**src/rtl/mem_pkg.sv**
```systemverilog
// ---------------------------------------------------------------------------
// mem_pkg: shared definitions for the data-memory access path.
//   - RISC-V load/store funct3 encodings
//   - state encoding for the misaligned-access split FSM
//   - helpers deciding whether an access is misaligned and how long its split is
// ---------------------------------------------------------------------------
package mem_pkg;

    localparam logic [2:0] F3_B  = 3'b000;
    localparam logic [2:0] F3_H  = 3'b001;
    localparam logic [2:0] F3_W  = 3'b010;
    localparam logic [2:0] F3_BU = 3'b100;
    localparam logic [2:0] F3_HU = 3'b101;

    typedef enum logic [0:0] {
        StIdle,
        StSplit
    } split_state_e;

    // Halfwords need addr[0]=0, words need addr[1:0]=00. Byte and the
    // reserved size 11 are passed through untouched.
    function automatic logic is_misaligned(input logic [2:0] funct3,
                                           input logic [1:0] addr_lo);
        logic result;
        result = 1'b0;
        case (funct3[1:0])
            2'b01:   result = addr_lo[0];
            2'b10:   result = (addr_lo != 2'b00);
            default: result = 1'b0;
        endcase
        return result;
    endfunction

    // Index of the final byte of a split: 1 for a halfword, 3 for a word.
    function automatic logic [1:0] split_last_idx(input logic [2:0] funct3);
        return (funct3[1:0] == 2'b10) ? 2'd3 : 2'd1;
    endfunction

endpackage

```
**src/rtl/load_extend.sv**
```systemverilog
// ---------------------------------------------------------------------------
// load_extend: combinational sign/zero extension of load data.
//   funct3_i[1:0] selects size (00 byte, 01 halfword, others word as-is);
//   funct3_i[2]=1 selects zero extension.
// Ports:
//   funct3_i  RISC-V load funct3
//   data_i    raw load data, value in the low bytes
//   data_o    extended result
// ---------------------------------------------------------------------------
module load_extend
    import mem_pkg::*;
#(
    parameter int unsigned DATA_WIDTH = 32
) (
    input  logic [2:0]            funct3_i,
    input  logic [DATA_WIDTH-1:0] data_i,
    output logic [DATA_WIDTH-1:0] data_o
);

    logic sign_b;
    logic sign_h;

    always_comb begin
        sign_b = ~funct3_i[2] & data_i[7];
        sign_h = ~funct3_i[2] & data_i[15];
        data_o = data_i;
        case (funct3_i[1:0])
            2'b00:   data_o = {{(DATA_WIDTH-8){sign_b}}, data_i[7:0]};
            2'b01:   data_o = {{(DATA_WIDTH-16){sign_h}}, data_i[15:0]};
            default: data_o = data_i;
        endcase
    end

endmodule

```
**src/rtl/mem_align_unit.sv**
```systemverilog
// ---------------------------------------------------------------------------
// mem_align_unit: MEM-stage alignment front end for the data memory.
//   Aligned accesses pass straight through combinationally. Misaligned
//   halfword/word accesses are split into N sequential byte accesses
//   (N=2 halfword, N=4 word) while the pipeline is stalled; load bytes are
//   gathered into an assembly register and extended on the final cycle.
//   With ALLOW_MISALIGNED=0 a misaligned access is suppressed and flagged.
// Ports:
//   clk, reset             clock, synchronous active-high reset
//   req_valid/req_write    access present / store(1) or load(0)
//   req_funct3/addr/wdata  access description from EX/MEM
//   stall                  hold the upstream pipeline
//   load_data              extended load result to MEM/WB
//   misaligned             suppressed misaligned access
//   mem_wr_en/addr/wdata/funct3  data memory request
//   mem_rd_data            combinational data memory read data
// ---------------------------------------------------------------------------
module mem_align_unit
    import mem_pkg::*;
#(
    parameter int unsigned ADDR_WIDTH       = 32,
    parameter int unsigned DATA_WIDTH       = 32,
    parameter bit          ALLOW_MISALIGNED = 1'b1
) (
    input  logic                  clk,
    input  logic                  reset,
    input  logic                  req_valid,
    input  logic                  req_write,
    input  logic [2:0]            req_funct3,
    input  logic [ADDR_WIDTH-1:0] req_addr,
    input  logic [DATA_WIDTH-1:0] req_wdata,
    output logic                  stall,
    output logic [DATA_WIDTH-1:0] load_data,
    output logic                  misaligned,
    output logic                  mem_wr_en,
    output logic [ADDR_WIDTH-1:0] mem_addr,
    output logic [DATA_WIDTH-1:0] mem_wdata,
    output logic [2:0]            mem_funct3,
    input  logic [DATA_WIDTH-1:0] mem_rd_data
);

    split_state_e          state_q, state_d;
    logic [1:0]            k_q, k_d;
    logic [DATA_WIDTH-1:0] asm_q, asm_d;

    logic                  req_mis;
    logic                  split_go;
    logic [1:0]            last_k;
    logic [1:0]            cur_k;
    logic                  issue;
    logic                  last_byte;
    logic [4:0]            byte_sel;
    logic [4:0]            last_sel;
    logic [7:0]            wbyte;
    logic [DATA_WIDTH-1:0] asm_full;
    logic [DATA_WIDTH-1:0] ext_data;

    // ------------------------------------------------------------------
    // Request decode and current byte selection
    // ------------------------------------------------------------------
    always_comb begin
        req_mis  = req_valid & is_misaligned(req_funct3, req_addr[1:0]);
        last_k   = split_last_idx(req_funct3);
        // Byte 0 of a split is issued from IDLE in the same cycle.
        split_go = ALLOW_MISALIGNED & req_mis & ~reset;

        cur_k = 2'd0;
        issue = 1'b0;
        if (state_q == StSplit) begin
            cur_k = k_q;
            // A dropped req_valid is a flush: nothing more goes to memory.
            issue = req_valid & ~reset;
        end else begin
            cur_k = 2'd0;
            issue = split_go;
        end

        last_byte = (cur_k == last_k);
        byte_sel  = {cur_k, 3'b000};
        last_sel  = {last_k, 3'b000};
        wbyte     = req_wdata[byte_sel +: 8];
    end

    // ------------------------------------------------------------------
    // State register
    // ------------------------------------------------------------------
    always_ff @(posedge clk) begin
        if (reset) begin
            state_q <= StIdle;
            k_q     <= 2'd0;
            asm_q   <= '0;
        end else begin
            state_q <= state_d;
            k_q     <= k_d;
            asm_q   <= asm_d;
        end
    end

    // ------------------------------------------------------------------
    // Next-state logic
    // ------------------------------------------------------------------
    always_comb begin
        state_d = state_q;
        k_d     = k_q;
        asm_d   = asm_q;

        case (state_q)
            StIdle: begin
                if (split_go) begin
                    state_d = StSplit;
                    k_d     = 2'd1;
                end
            end
            StSplit: begin
                if (!req_valid || last_byte) begin
                    state_d = StIdle;
                    k_d     = 2'd0;
                end else begin
                    k_d = k_q + 2'd1;
                end
            end
            default: begin
                state_d = StIdle;
                k_d     = 2'd0;
            end
        endcase

        // The last byte is never stored; it is merged directly from memory.
        if (issue && !req_write && !last_byte) begin
            asm_d[byte_sel +: 8] = mem_rd_data[7:0];
        end
    end

    // ------------------------------------------------------------------
    // Load reassembly and extension
    // ------------------------------------------------------------------
    always_comb begin
        asm_full                = asm_q;
        asm_full[last_sel +: 8] = mem_rd_data[7:0];
    end

    load_extend #(
        .DATA_WIDTH (DATA_WIDTH)
    ) u_load_extend (
        .funct3_i (req_funct3),
        .data_i   (asm_full),
        .data_o   (ext_data)
    );

    // ------------------------------------------------------------------
    // Outputs
    // ------------------------------------------------------------------
    always_comb begin
        mem_addr   = req_addr;
        mem_wdata  = req_wdata;
        mem_funct3 = req_funct3;
        mem_wr_en  = req_valid & req_write & ~reset;
        stall      = 1'b0;
        misaligned = 1'b0;
        load_data  = mem_rd_data;

        if (state_q == StSplit || req_mis) begin
            if (!ALLOW_MISALIGNED) begin
                mem_wr_en  = 1'b0;
                misaligned = ~reset;
                load_data  = '0;
            end else begin
                mem_addr   = req_addr + ADDR_WIDTH'(cur_k);
                mem_funct3 = req_write ? F3_B : F3_BU;
                mem_wdata  = {{(DATA_WIDTH-8){1'b0}}, wbyte};
                mem_wr_en  = issue & req_write;
                stall      = issue & ~last_byte;
                load_data  = ext_data;
            end
        end
    end

endmodule
```
**config.mk**
```make
export PLATFORM = sky130hd
export DESIGN_NAME = mem_align_unit
export DESIGN_NICKNAME = d
export VERILOG_FILES = /design/src/rtl/mem_pkg.sv /design/src/rtl/load_extend.sv /design/src/rtl/mem_align_unit.sv
export SDC_FILE = /design/constraint.sdc
export NUM_CORES = 1
export LEC_CHECK = 0
export BUFFER_PORTS_ARGS = -buffer_cell sky130_fd_sc_hd__buf_2
export CORE_MARGIN = 2
export CORE_UTILIZATION = 45
export CTS_CLUSTER_SIZE = 8
export DETAILED_ROUTE_END_ITERATION = 8
export PLACE_DENSITY = 0.92
export SLEW_MARGIN = 20
export SYNTH_ARGS = -nofsm -noshare
export SYNTH_HDL_FRONTEND = slang
export SYNTH_SLANG_ARGS = --single-unit
```
**constraint.sdc**
```tcl
create_clock -name clk -period 4.05 [get_ports clk]
set_input_delay 0.405 -clock clk [delete_from_list [all_inputs] [get_ports clk]]
set_output_delay 0.405 -clock clk [all_outputs]
set_load 0.05 [all_outputs]
```
==> metrics.csv <==
stage,metric,value,unit
power,maximum vdd drop,0.000248,V
final_layout,area grow syn2layout,32.8,%
clocking,"Setup Fix Bufs, Post-CTS",0,
clocking,Worst-Skew Late Latency,0.30,ns
placement,DP Area,4430,sq um
timing,final worst path period share,0.852,
final_layout,layout cells sized above 1,0.350,
timing,Layout Skew,0.00773,ns
worst_setup_path,CP Launch Type,flop,
clocking,CTS root buf,clkbuf_8,
timing,endpoints failing setup,0,
logic_synthesis,Synthesis Warnings,0,
power,leakage,2.03,nW
worst_setup_path,critical path type,reg2out,
clocking,TritonCTS Buffers,5,
clocking,Worst-path clk slew,0.07,ns
timing,Least-Margin Pin Slew,0.879,ns
final_layout,# nets final,785,
final_layout,Layout Utilization,0.619,
timing,RSZ-0062 raised after global routing,false,
final_layout,ANT cells,0,
routing,DR iter-0 viols,252,
logic_synthesis,Synth cell types,51,
worst_setup_path,CP Data Required Time,3.64,ns
clocking,CTS HTree Levels,2,
logic_synthesis,Post-synth EDFFs,0,
global_route,all-layer global routing usage,0.267,
timing,minimum clock period,3.45,ns
logic_synthesis,Mapped Area,3400,sq um
floorplanning,core area,7290,sq um
clocking,Clock Sinks,35,
global_route,GR Overflow Total,0,
routing,detailed-router iteration count before antenna repair,5,
floorplanning,Ports,205,
final_layout,Layout Cells excl Fill,774,
timing,setup TNS,0,ns
placement,global placement routability congestion,0.898,
logic_synthesis,Yosys reg bits,35,
timing,Worst slew margin,0.405,
floorplanning,std cell rows,31,
logic_synthesis,Main synth FF type,dfxtp_1,
routing,Total Wirelength,11.7,mm
timing,final-report hold violation count,0,
logic_synthesis,"area leader, netlist",dfxtp_1,
clocking,Post-CTS Hold Buffers,0,
routing,wire per inst,15.2,microns
logic_synthesis,post-synth top area share,0.206,
logic_synthesis,fraction of registers with async set/reset,0,
global_route,global-route wire length before repair,18.5,mm
routing,routed vias/inst,5.59,
global_route,largest net degree at the start of global routing,41,
global_route,initial antenna violation count,0,
placement,DP Wirelength,9.34,mm
logic_synthesis,post-synthesis sequential area ratio,0.206,
routing,DRC viols,0,
placement,Post-Place Cells,766,
routing,vias post-DR,4328,
timing,Setup WS post-layout,0.600,ns
logic_synthesis,Synth Instances,490,
global_route,number of global-route vias before repair,4007,
clocking,clock tree from TritonCTS,yes,
floorplanning,Initial Util,0.467,
placement,Port Buffer Count,203,
timing,fmax,290,MHz
worst_setup_path,Worst Path Max Fanout,19,
timing,"Slew Viols, Final",0,
placement,pre-CTS WS,0.882,ns
logic_synthesis,synthesized net count,601,
clocking,clk buf depth,2,
routing,Final ANT Viol Nets,0,
logic_synthesis,largest cells by area after synthesis,"dfxtp_1 21%, nand2_1 10%, a21oi_1 7.6%",
run,Max Cap Viol,0,
floorplanning,Die Y,91.0,microns
floorplanning,die area,8270,sq um
power,power per cell area,268,nW/um^2
min_path,Hold/Removal Path Class,in2reg,
logic_synthesis,post-synthesis area per instance,6.94,sq um
status,status,finished clean,
clocking,Post-CTS Resized,0,
final_layout,post-route cell area,4520,sq um
worst_setup_path,arrival time worst endpoint,3.05,ns
worst_setup_path,Critical Path Sink Type,primary output,
floorplanning,Die Width,91.0,microns
## where the power goes
| group | internal, mW | switching, mW |
|---|---|---|
| sequential | 0.346 | 0.00168 |
| combinational | 0.164 | 0.444 |
| clock | 0.120 | 0.133 |
## worst max-delay path: stages, from the launching register on
cell     delay [ns]
dfxtp_1        0.42
buf_4          0.26
and2_1         0.27
ha_1           0.23
nor2_1         0.05
o21ai_0        0.37
and4_1         0.44
nor4b_4        0.30
xor2_1         0.16
buf_2          0.27
## flip-flops by register name, indices dropped and copies added, names as in the netlist
register and count:
asm_q 32, state_q 1, k_q 2
## routing by layer
| metal | track usage | vias up | wire [microns] |
|---|---|---|---|
| li1 | - | 2077 | - |
| met2 | 0.475 | 252 | 5830 |
| met5 | 0 | - | 0 |
| met1 | 0.313 | 1965 | 4480 |
| met4 | 0.102 | 0 | 284 |
| met3 | 0.0539 | 34 | 1150 |
## stage by stage
stage | hold slack (ns) | power (mW)
2_1_floorplan | 0.431 | 0.793
3_3_place_gp | 0.437 | 0.952
3_5_place_dp | 0.447 | 0.961
4_1_cts | 0.430 | 1.21
5_1_grt | 0.456 | 1.25
6_report | 0.438 | 1.21
## Yosys cell counts (6+ instances only)
master,number
mux2i_1,16
nand3_1,39
clkbuf_1,13
nor3_1,9
nand2_1,93
xnor2_1,20
and2_1,26
inv_1,10
o211ai_1,8
nor2_1,37
dfxtp_1,35
nand4_1,9
o21a_1,8
o22ai_1,16
o22a_1,9
a21oi_1,52
ha_1,8
buf_2,9
mux2_2,8
nor2b_1,6
xor2_1,12
## layout make-up
cell class,instances,area [sq um]
clock buffer,6,72.6
clock inverter,2,12.5
fill,694,2780
inverter,10,37.5
multi-input combinational,414,2520
sequential,35,701
tap,99,124
timing repair buffer,208,1050
## kinds of logic (layout without fill, tap and decap cells)
kind of cell    after synthesis  in the layout  synth area share
fa+ha+maj                     8              8            0.0294
simple gates                239            239             0.347
flops                        35             35             0.206
xor+xnor                     32             32            0.0824
other cells                   1              1           0.00110
compound gates              110            110             0.206
buf+inv                      41            226            0.0544
mux                          24             24            0.0736
## path summary, 6_finish.rpt
path,startpoint,to,slack [ns],cells past startpoint
max reg2reg,state_q,asm_q[8],1.36,7
min reg2reg,asm_q[27],asm_q[27],0.46,2
max,state_q,mem_addr[31],0.60,9
min,mem_rd_data[7],asm_q[23],0.44,3
## cell usage in the layout, fill, tap and decap left out, types with 4 or more instances in the layout
cell type / synthesis / layout
and2_1: 26 / 26
buf_2: 9 / 203
o211ai_1: 8 / 8
ha_1: 8 / 8
nand4_1: 9 / 9
nor3_1: 9 / 9
inv_1: 10 / 10
nor2_1: 37 / 37
clkbuf_8: 0 / 5
o22ai_1: 16 / 16
a21oi_1: 52 / 52
and3_1: 4 / 4
xor2_1: 12 / 12
o22a_1: 9 / 9
buf_4: 3 / 5
mux2i_1: 16 / 16
xnor2_1: 20 / 20
o21a_1: 8 / 8
mux2_2: 8 / 8
dfxtp_1: 35 / 35
nand3_1: 39 / 39
nor2b_1: 6 / 6
nand2_1: 93 / 93
Power figures use the tool's default switching activity.
